===== config.mk =====
export PLATFORM = sky130hd
export DESIGN_NAME = iir_tap_sequencer
export DESIGN_NICKNAME = d
export VERILOG_FILES = /design/src/rtl/iir_tap_sequencer.sv
export SDC_FILE = /design/constraint.sdc
export NUM_CORES = 1
export LEC_CHECK = 0
export CAP_MARGIN = 40
export CORE_MARGIN = 2
export CORE_UTILIZATION = 55
export CTS_CLUSTER_DIAMETER = 40
export DETAILED_ROUTE_END_ITERATION = 6
export GPL_ROUTABILITY_DRIVEN = 0
export PLACE_DENSITY = 0.89
export SYNTH_ARGS = -nofsm -noshare
export SYNTH_HDL_FRONTEND = slang
export SYNTH_SLANG_ARGS = --single-unit

===== constraint.sdc =====
create_clock -name CLK -period 7.81 [get_ports CLK]
set_input_delay 1.562 -clock CLK [delete_from_list [all_inputs] [get_ports CLK]]
set_output_delay 1.562 -clock CLK [all_outputs]
set_load 0.1 [all_outputs]

===== src/rtl/iir_tap_sequencer.sv =====
// Operand sequencer for a direct-form IIR: streams (coef, history) pairs to a multiplier.
// Define IIR_FEEDBACK_EN to build the feedback (a/y) path; otherwise FIR-only.
module iir_tap_sequencer #(
    parameter int WIDTH     = 32,
    parameter int WIDTH_exp = 8,
    parameter int NB        = 3,
    parameter int NA        = 2,
    localparam int AW       = (NB + NA > 1) ? $clog2(NB + NA) : 1
) (
    input  logic             CLK,
    input  logic             RST,
    input  logic             coef_we,
    input  logic [AW-1:0]    coef_addr,
    input  logic [WIDTH-1:0] coef_data,
    output logic             coef_ack,
    input  logic             x_valid,
    input  logic [WIDTH-1:0] x_data,
    output logic             x_ready,
    input  logic             y_valid,
    input  logic [WIDTH-1:0] y_data,
    output logic [WIDTH-1:0] OP1,
    output logic [WIDTH-1:0] OP2,
    output logic             op_valid,
    input  logic             op_ready,
    output logic             op_fb,
    output logic             op_last,
    output logic             exce_out,
    output logic             busy
);
    localparam int MAXT  = (NB > NA) ? NB : NA;
    localparam int IW    = (MAXT > 1) ? $clog2(MAXT) : 1;
    localparam int DEPTH = 1 << IW;

    // IDLE: await sample | FF: b taps | FB: a taps | WAIT_Y: await accumulator result
    typedef enum logic [1:0] {IDLE, FF, FB, WAIT_Y} state_t;

    state_t           state_q, state_d;
    logic [IW-1:0]    idx_q, idx_d;
    logic [WIDTH-1:0] b_q [DEPTH];
    logic [WIDTH-1:0] x_q [DEPTH];
    logic             coef_ack_q;
    logic             x_accept;
    logic             coef_hit;
    logic             pair_acc;

    assign x_ready  = (state_q == IDLE);
    assign x_accept = x_ready && x_valid;
    assign pair_acc = op_valid && op_ready;
    assign busy     = (state_q != IDLE);
    assign coef_ack = coef_ack_q;

`ifdef IIR_FEEDBACK_EN
    logic [WIDTH-1:0] a_q [DEPTH];
    logic [WIDTH-1:0] y_q [DEPTH];
    assign coef_hit = x_ready && coef_we && (int'(coef_addr) < NB + NA);
`else
    logic unused_y;
    assign unused_y = ^{y_valid, y_data};
    assign coef_hit = x_ready && coef_we && (int'(coef_addr) < NB);
`endif

    always_comb begin
        state_d = state_q;
        idx_d   = idx_q;
        case (state_q)
            IDLE: begin
                if (x_accept) begin
                    state_d = FF;
                    idx_d   = '0;
                end
            end
            FF: begin
                if (pair_acc) begin
                    if (idx_q == IW'(NB - 1)) begin
                        idx_d = '0;
`ifdef IIR_FEEDBACK_EN
                        state_d = FB;
`else
                        state_d = IDLE;
`endif
                    end else begin
                        idx_d = idx_q + 1'b1;
                    end
                end
            end
`ifdef IIR_FEEDBACK_EN
            FB: begin
                if (pair_acc) begin
                    if (idx_q == IW'(NA - 1)) begin
                        idx_d   = '0;
                        state_d = WAIT_Y;
                    end else begin
                        idx_d = idx_q + 1'b1;
                    end
                end
            end
            WAIT_Y: begin
                if (y_valid) state_d = IDLE;
            end
`endif
            default: state_d = IDLE;
        endcase
    end

    always_comb begin
        op_valid = 1'b0;
        OP1      = '0;
        OP2      = '0;
        op_fb    = 1'b0;
        op_last  = 1'b0;
        case (state_q)
            FF: begin
                op_valid = 1'b1;
                OP1      = b_q[idx_q];
                OP2      = x_q[idx_q];
`ifndef IIR_FEEDBACK_EN
                op_last  = (idx_q == IW'(NB - 1));
`endif
            end
`ifdef IIR_FEEDBACK_EN
            FB: begin
                op_valid = 1'b1;
                OP1      = a_q[idx_q];
                OP2      = y_q[idx_q];
                op_fb    = 1'b1;
                op_last  = (idx_q == IW'(NA - 1));
            end
`endif
            default: ;
        endcase
    end

    // Infinity/NaN on either operand is flagged to the multiplier
    assign exce_out = op_valid && ((&OP1[WIDTH-2 -: WIDTH_exp]) || (&OP2[WIDTH-2 -: WIDTH_exp]));

    always_ff @(posedge CLK) begin
        if (RST) begin
            state_q    <= IDLE;
            idx_q      <= '0;
            coef_ack_q <= 1'b0;
            for (int k = 0; k < DEPTH; k++) begin
                b_q[k] <= '0;
                x_q[k] <= '0;
`ifdef IIR_FEEDBACK_EN
                a_q[k] <= '0;
                y_q[k] <= '0;
`endif
            end
        end else begin
            state_q    <= state_d;
            idx_q      <= idx_d;
            coef_ack_q <= coef_hit;
            for (int k = 0; k < NB; k++) begin
                if (coef_hit && int'(coef_addr) == k) b_q[k] <= coef_data;
            end
`ifdef IIR_FEEDBACK_EN
            for (int k = 0; k < NA; k++) begin
                if (coef_hit && int'(coef_addr) == NB + k) a_q[k] <= coef_data;
            end
            if (state_q == WAIT_Y && y_valid) begin
                y_q[0] <= y_data;
                for (int k = 1; k < NA; k++) y_q[k] <= y_q[k-1];
            end
`endif
            if (x_accept) begin
                x_q[0] <= x_data;
                for (int k = 1; k < NB; k++) x_q[k] <= x_q[k-1];
            end
        end
    end

endmodule


# Word level (Yosys, flattened, before mapping)
# Memories as Yosys holds them, arrays and structs flattened. A register that Yosys moved wholly into a read port is not among the register bits.
# Cells that the tools add are included.
dict set report totals {
  reg_bits 5
  mem_bits_rw 256
  inputBits 105
  out_inout_bits 71
  elab_cells 73
  n_memories 2
}
dict set report classes {
  n_addsub 1
  order_cmp 1
  eq_ne 7
  mux 36
  bitwise 6
  n_reduce_logical 17
}
# memory depth word_bits rd rd_clocked_by_memory_dff wr line_no
set memory_table {}
lappend memory_table {b_q 4 32 1 1 4 39} ;# logic [WIDTH-1:0] b_q [DEPTH];
lappend memory_table {x_q 4 32 3 1 4 40} ;# logic [WIDTH-1:0] x_q [DEPTH];
# cell count
set ops {}
lappend ops {{32-bit 2-to-1 mux} 8}
lappend ops {{2-bit 2-to-1 mux} 10}
lappend ops {{1-bit 2-to-1 mux} 16}
lappend ops {{8-bit AND reduction} 2}
lappend ops {{1-bit logical AND} 8}
lappend ops {{2-bit case mux with 2 select lines} 2}
lappend ops {{1-bit OR} 6}
lappend ops {{3-bit AND reduction} 2}
lappend ops {{2-bit inequality test, second input constant} 2}
lappend ops {{2-bit nonzero test} 2}
lappend ops {{3-bit by 2-bit equality test with 1-bit output, second input constant} 1}
lappend ops {{3-bit equality test, second input constant} 1}
lappend ops {{3-bit logical NOT} 1}
lappend ops {{3-bit by 2-bit < comparator with 1-bit output, second input constant} 1}
lappend ops {{2-bit by 1-bit adder with 2-bit output, second input constant} 1}
lappend ops {{2-bit by 1-bit equality test with 1-bit output, second input constant} 1}
lappend ops {{2-bit equality test, second input constant} 1}
lappend ops {{2-bit logical NOT} 1}
lappend ops {{2-bit by 1-bit inequality test with 1-bit output, second input constant} 1}
lappend ops {{1-bit logical OR} 1}

# Depth between registers and ports, before layout
# Gate-level depths: netlist of run 1.
dict set report logic_depth {
  ltp_word 8
  depth_mapped 7
}

# Worst setup path after synthesis of run 1
# No wires, ideal clock.
dict set report synth_path {
  kind {reg2out}
  start {register state_q[0]}
  end {output port op_last}
  arrival_ps 3510
  required_time_ps 6248
  setup_slack_ps 2738
  path_stages_with_launch 3
  path_buffers 0
  cell_sequence {dfxtp_1 -> inv_2 -> nor3b_1}
}
dict set report synth_via {
  elab_chain_cells 2
}
# element line_no
set synth_rtl {}
lappend synth_rtl {{start: declaration} 37} ;# state_t state_q, state_d;
lappend synth_rtl {{start signal: assignment} 150} ;# state_q <= state_d;
lappend synth_rtl {{2-bit by 1-bit equality test with 1-bit output} 111} ;# case (state_q)
lappend synth_rtl {{1-bit 2-to-1 mux} 111}
lappend synth_rtl {{end: declaration} 26} ;# output logic op_last,
# Every way passes these cells.

==> out/metrics.yaml, run 1 <==
crit_path_start_kind: "flip-flop"
dr.first_iter.drc_count: 528
netlist_area_um2: 9067
finalMaxSlewViolations: 0
share_clk_of_total_power_pct: 33.8
via_count_of_the_routed_design: 6105
die_area_um2: 17530
drt-total-wl_mm: 21.03
drt.antenna.violating_nets: 0
multi_input_comb_area_um2: 2962
cp_data_required_time_ns: 6.25
timing.final.ws_setup_ns: 2.710
power_switching_share_pct: 26.21
power_switching_w: 0.0006598
ir_drop_v: 0.0001476
run_status: "completed"
grt_start_max_net_pins: 97
fraction_of_layout_instances_using_a_drive_strength_above_1_pct: 13.54
criticalPathCategory: "flip-flop to primary output"
synth_seq_cells: 198
ctsResizeCount: 0
hold_viol_final: 0
hold_path_startpoint: "x_q[1][9]"
period_share_pct: 65.30
maxClockFrequency_ghz: 0.1961
mappedNetlistNets: 822
r2r_start: "state_q[0]"
yosysWarnings: 0
tns_ns: 0
synth_area_leaders: "edfxtp_1 64%, and2_1 14%, mux2i_1 7.1%"
antenna_cells_inserted: 0
combinationalPowerShare_pct: 16.3
ys_types: 33
dp_slack_ns: 3.182
post-route-drc-count: 0
internal_power_w: 0.001857
cp_data_arrival_time_ns: 3.54
area_share_of_the_largest_cell_type_after_synthesis_pct: 63.58
synth_async_sr_flop_share_pct: 0
number_of_violations_of_the_max_capacitance_limit: 0
timing.hold.worst.class: "flip-flop to flip-flop"
relSlewSlack_pct: 45.65
clock_path_buffers: 2
post-synth-top-area-cell: "edfxtp_1"
seq_power_share_pct: 50.0
clk-insertion-delay-late_ns: 0.43
syn_to_final_growth_pct: 36.99
slew_worst_pin_ns: 0.8141
grt_first_pass_wirelength_mm: 33.31
htree_num_levels: 4
tritoncts_buffers: 17
height_of_the_chip_um: 132.4
p_leak_nw: 4.583
hpwl_mm: 13.43
grt_use_total_pct: 24.73
clock_skew_ns: 0.007270
path_max_fanout: 37
tritoncts: "done"
worst_hold_slack_ns: 0.5551
grt.overflow.total: 0
placement_rows: 46
floorplan.initialDensity_pct: 56.67
edff_count_synth: 192
synthCells: 717
ctsRootBufferMaster: "clkbuf_16"
ios: 176
crit_path_time_final_ns: 5.100
setup.worst_path.end_class: "primary output"
coreArea_um2: 16000
tritoncts_num_sinks: 198
grt_pass1_vias: 6395
clk_transition_reported_paths_ns: 0.07
buffer_ports.inserted: 141
synth_seq_area_share_pct: 64.91
post_cts_buffers: 0
reg2reg_slack_ns: 5.08
avgRoutedWirePerCell_um: 18.47
initial_antenna_violation_count: 0
cts_hold_buffers: 0
fillerInstances: 956
synth.avg_cell_area_um2: 12.65
power.density_cell_area_nw_per_um2: 202.6
synth_flop_cell: "edfxtp_1"
viasPerCell: 5.360
regArea_um2: 5891
detailedRoute.firstPassIterationCount: 5
rsz0062_at_grt: "false"
timing.final.setup_violations: 0
die_w_um: 132.4
finish.net_count: 1015
-- worst max-delay path: stages (launching register included) --
cell             delay [ns]
dfxtp_4                0.48
nor2b_4                0.65
buf_4                  0.54
o2bb2ai_1              0.21
nand4_1                0.12
o22a_1                 0.18
nor2_1                 0.11
clkdlybuf4s50_1        0.55
buf_8                  0.21
-- power by group through the flow --
stage | sequential [W] | clock [W] | combinational (W)
floorplan | 0.00128 | 0 | 0.000231
global placement | 0.00128 | 0 | 0.000331
detailed placement | 0.00128 | 0 | 0.000409
CTS | 0.00126 | 0.000857 | 0.000412
global route | 0.00126 | 0.000902 | 0.000431
finish | 0.00126 | 0.000850 | 0.000409
-- cell usage after synthesis (3+ instances only) --
library cell / number
a21oi_1: 49
and2_1: 208
buf_2: 10
buf_4: 8
buf_6: 3
clkbuf_1: 20
clkbuf_2: 7
dfxtp_1: 6
edfxtp_1: 192
mux2i_1: 64
nand2_1: 4
nand4_1: 5
nor2_1: 102
o21bai_1: 3
o2bb2ai_1: 15
-- cell families after synthesis --
kind of cell / synth area share (%)
other cells: 0.04136
buf+inv: 2.967
simple gates: 20.17
mux: 7.065
compound gates: 4.844
flops: 64.91
-- final timing paths --
kind                                  end  depth (start not counted)
worst max-delay path             exce_out                          8
worst min-delay path            x_q[2][9]                          1
worst max register to register  x_q[1][3]                          6
worst min register to register  x_q[2][9]                          1
-- through the flow --
step / cell area, µm² / utilization, % / std cells / total power (W)
2_1_floorplan: 9067 / - / 717 / 0.001506
4_1_cts: 12420 / 77.64 / 1139 / 0.002526
3_3_place_gp: 10580 / 66.12 / 1029 / 0.001606
5_1_grt: 12420 / 77.64 / 1139 / 0.002595
3_5_place_dp: 11860 / 74.09 / 1107 / 0.001689
6_report: 12420 / 77.64 / 1139 / 0.002517
-- state kept, by name, summed over array words and instances (netlist names), named ones only --
| name | cells |
|---|---|
| x_q | 96 |
| coef_ack | 1 |
| idx_q | 2 |
| state_q | 1 |
| b_q | 96 |
-- final cells by class --
| cell class | count | share of cell area (%) |
|---|---|---|
| tap | 216 | 2.176 |
| inverter | 2 | 0.06044 |
| timing repair buffer | 224 | 21.94 |
| sequential | 198 | 47.42 |
| clock buffer | 20 | 3.515 |
| multi-input combinational | 467 | 23.84 |
| clock inverter | 12 | 1.048 |
-- layout by cell type, fill, tap and decap left out, drive strengths merged, types with 6 or more instances in the layout --
master and n:
clkbuf 20, dfxtp 6, and2 208, buf 83, mux2i 64, edfxtp 192, nor2 103, o2bb2ai 15
clkdlybuf4s50 141, a21oi 49
-- per-layer routing --
layer | wire length [µm] | GRT usage, % | share of wire, %
met5 | 0 | 0 | 0
met2 | 11270 | 43.55 | 54
met3 | 953 | 4.460 | 4.5
met1 | 8234 | 29.96 | 39
met4 | 574 | 10.51 | 2.7
No activity file was read; power rests on OpenSTA's default activity.
==> run 2: changes to the inputs <==
- CORE_UTILIZATION: 55 -> 52
- PLACE_DENSITY: 0.89 -> 0.85
- clock period: 7.81 -> 5.1 ns (I/O delays scaled with it)
==> run 2 against run 1 <==
Compared with the run above: first-iteration DRC count down 30%; combinational power up 28%; design area down 9.1%; hold slack better by 0.0025 ns; count of clock-buffer cells in the layout down 3; die area up 5.6%; critical path depth down 2; clock skew down 0.00054 ns; critical endpoint unchanged; largest power group unchanged.
==> out/metrics.yaml, run 2 (synthesis results as in run 1) <==
height_of_the_chip_um: 136.1  # was 132.4 µm
htree_num_levels: 4  # unchanged
critical_path_cell_by_cell: "nor2b_4 -> o2bb2ai_1 -> nand4_1 -> o22a_1 -> nor2_1 -> buf_4"  # was nor2b_4 -> buf_4 -> o2bb2ai_1 -> nand4_1 -> o22a_1 -> nor2_1 -> clkdlybuf4s50_1 -> buf_8
tns_ns: 0  # unchanged
fin_total_pwr_w: 0.003891  # was 0.002517 W
r2r_start: "state_q[0]"  # unchanged
die_area_um2: 18510  # was 17,530 µm²
crit_path_start_kind: "flip-flop"  # unchanged
ios: 176  # unchanged
relSlewSlack_pct: 39.53  # was 45.65%
tritoncts_num_sinks: 198  # unchanged
cp_data_required_time_ns: 4.08  # was 6.25 ns
layout_top_registers: "b_q: 96 flops, x_q: 96 flops, idx_q: 2 flops"  # unchanged
syn_to_final_growth_pct: 24.56  # was 36.99%
whs_endpoint: "x_q[1][12]"  # was x_q[2][9]
slew_worst_pin_ns: 0.9051  # was 0.8141 ns
coreArea_um2: 17180  # was 16,000 µm²
cp_slowest_cell: "nor2b_4"  # unchanged
seq_power_share_pct: 49.5  # was 50.0%
number_of_violations_of_the_max_capacitance_limit: 0  # unchanged
power.density_cell_area_nw_per_um2: 344.5  # was 202.6 nW/µm²
timing.final.setup_violations: 0  # unchanged
post_cts_buffers: 0  # unchanged
initial_antenna_violation_count: 0  # unchanged
criticalPathCategory: "flip-flop to primary output"  # unchanged
antenna_cells_inserted: 0  # unchanged
finalMaxSlewViolations: 0  # unchanged
tritoncts: "done"  # unchanged
buffer_ports.inserted: 141  # unchanged
worst_hold_slack_ns: 0.5576  # was 0.5551 ns
cp_data_arrival_time_ns: 3.17  # was 3.54 ns
dp_cells: 1053  # was 1,107
mostFrequentLayoutCells: "208 x and2_1, 192 x edfxtp_1, 101 x nor2_1, 76 x clkdlybuf4s50_1, 74 x buf_4"  # was 208 x and2_1, 192 x edfxtp_1, 141 x clkdlybuf4s50_1, 101 x nor2_1, 69 x buf_8
grt_first_pass_wirelength_mm: 29.22  # was 33.31 mm
floorplan.initialDensity_pct: 52.79  # was 56.67%
grt_start_max_net_pins: 97  # unchanged
clk-insertion-delay-late_ns: 0.43  # about the same
placement_rows: 48  # was 46
internal_power_w: 0.002877  # was 0.001857 W
power_switching_w: 0.001015  # was 0.0006598 W
period_share_pct: 82.22
hpwl_mm: 11.95  # was 13.43 mm
crit_path_time_final_ns: 4.193
p_leak_nw: 4.251  # was 4.583 nW
ir_drop_v: 0.0002360  # was 0.0001476 V
grt.overflow.total: 0  # unchanged
ctsRootBufferMaster: "clkbuf_16"  # unchanged
share_clk_of_total_power_pct: 37.0  # was 33.8%
cp_num_buf_inv: 1  # was 3
drt-total-wl_mm: 19.06  # was 21.03 mm
crit_path_max_incr_delay_ns: 0.88  # was 0.65 ns
timing.hold.worst.class: "flip-flop to flip-flop"  # unchanged
detailedRoute.firstPassIterationCount: 4  # was 5
tritoncts_buffers: 17  # unchanged
run_status: "completed"  # unchanged
reg2reg_slack_ns: 2.17  # was 5.08 ns
setup.worst_path.end_class: "primary output"  # unchanged
postPlaceCellArea_um2: 10660  # was 11,860 µm²
clk_transition_reported_paths_ns: 0.07  # about the same
combinationalPowerShare_pct: 13.5  # was 16.3%
reg2reg_to: "b_q[1][28]"  # was x_q[1][3]
finish.net_count: 952  # was 1,015
count_of_placed_standard_cells_in_the_final_layout_fillers_left_out: 1085  # was 1,139
maxClockFrequency_ghz: 0.2385
post-route-cell-area_um2: 11290  # was 12,420 µm²
layout_commonest_cell: "and2_1"  # unchanged
viasPerCell: 5.329  # was 5.360
clock_path_buffers: 2  # unchanged
hold_viol_final: 0  # unchanged
min_path_cells: 1  # unchanged
die_w_um: 136.1  # was 132.4 µm
drt.antenna.violating_nets: 0  # unchanged
clock_skew_ns: 0.006726  # was 0.007270 ns
dr.first_iter.drc_count: 371  # was 528
cts_hold_buffers: 0  # unchanged
post-route-drc-count: 0  # unchanged
fraction_of_layout_instances_using_a_drive_strength_above_1_pct: 15.23  # was 13.54%
path_max_fanout: 35  # was 37
rsz0062_at_grt: "false"  # unchanged
ff2ff_path_depth: 6  # unchanged
ctsResizeCount: 0  # unchanged
via_count_of_the_routed_design: 5782  # was 6,105
grt_use_total_pct: 20.83  # was 24.73%
power_switching_share_pct: 26.08  # was 26.21%
critical_path.top_delay_family: "simple AND/OR/NAND/NOR gates"  # was buffers and inverters
hold_path_startpoint: "x_q[0][12]"  # was x_q[1][9]
grt_pass1_vias: 5586  # was 6,395
avgRoutedWirePerCell_um: 17.56  # was 18.47 µm
crit_cells: 6  # was 8
## run 2: worst max path at each step
stage               startpoint       end  slack (ns)
finish               flip-flop  exce_out        0.91
global route         flip-flop  exce_out        0.70
CTS                  flip-flop  exce_out        0.85
detailed placement   flip-flop  exce_out        1.33
global placement     flip-flop  exce_out        1.34
floorplan           state_q[0]   op_last        0.57
## run 2: power by group through the flow
stage,sequential (W),combinational [W],clock [W]
after global routing,0.00194,0.000552,0.00151
after floorplan,0.00195,0.000354,0
after global placement,0.00196,0.000499,0
after CTS,0.00193,0.000527,0.00145
final,0.00193,0.000524,0.00144
after detailed placement,0.00196,0.000524,0
## run 2: per-stage QoR
step                setup slack (ns)  utilization, %
finish                        0.9069           65.76
floorplan                     0.5697               -
detailed placement             1.332           62.05
global route                  0.6983           65.76
global placement               1.335           60.88
CTS                           0.8548           65.76
## run 2: layer usage
metal / global-route usage (%) / vias to the layer above / part of all wire (%)
met2: 34.34 / 183 / 50
met3: 3.990 / 34 / 4.8
met5: 0 / - / 0
li1: - / 2755 / -
met4: 9.086 / 0 / 2.8
met1: 26.99 / 2810 / 43
## run 2: final cells by class
| cell class | instances | area (µm²) |
|---|---|---|
| Clock buffer | 17 | 425.4 |
| Fill cell | 1270 | 5882 |
| Timing Repair Buffer | 161 | 1516 |
| Sequential cell | 198 | 5891 |
| Inverter | 2 | 7.507 |
| Multi-Input combinational cell | 467 | 2962 |
| Clock inverter | 15 | 211.5 |
| Tap cell | 225 | 281.5 |
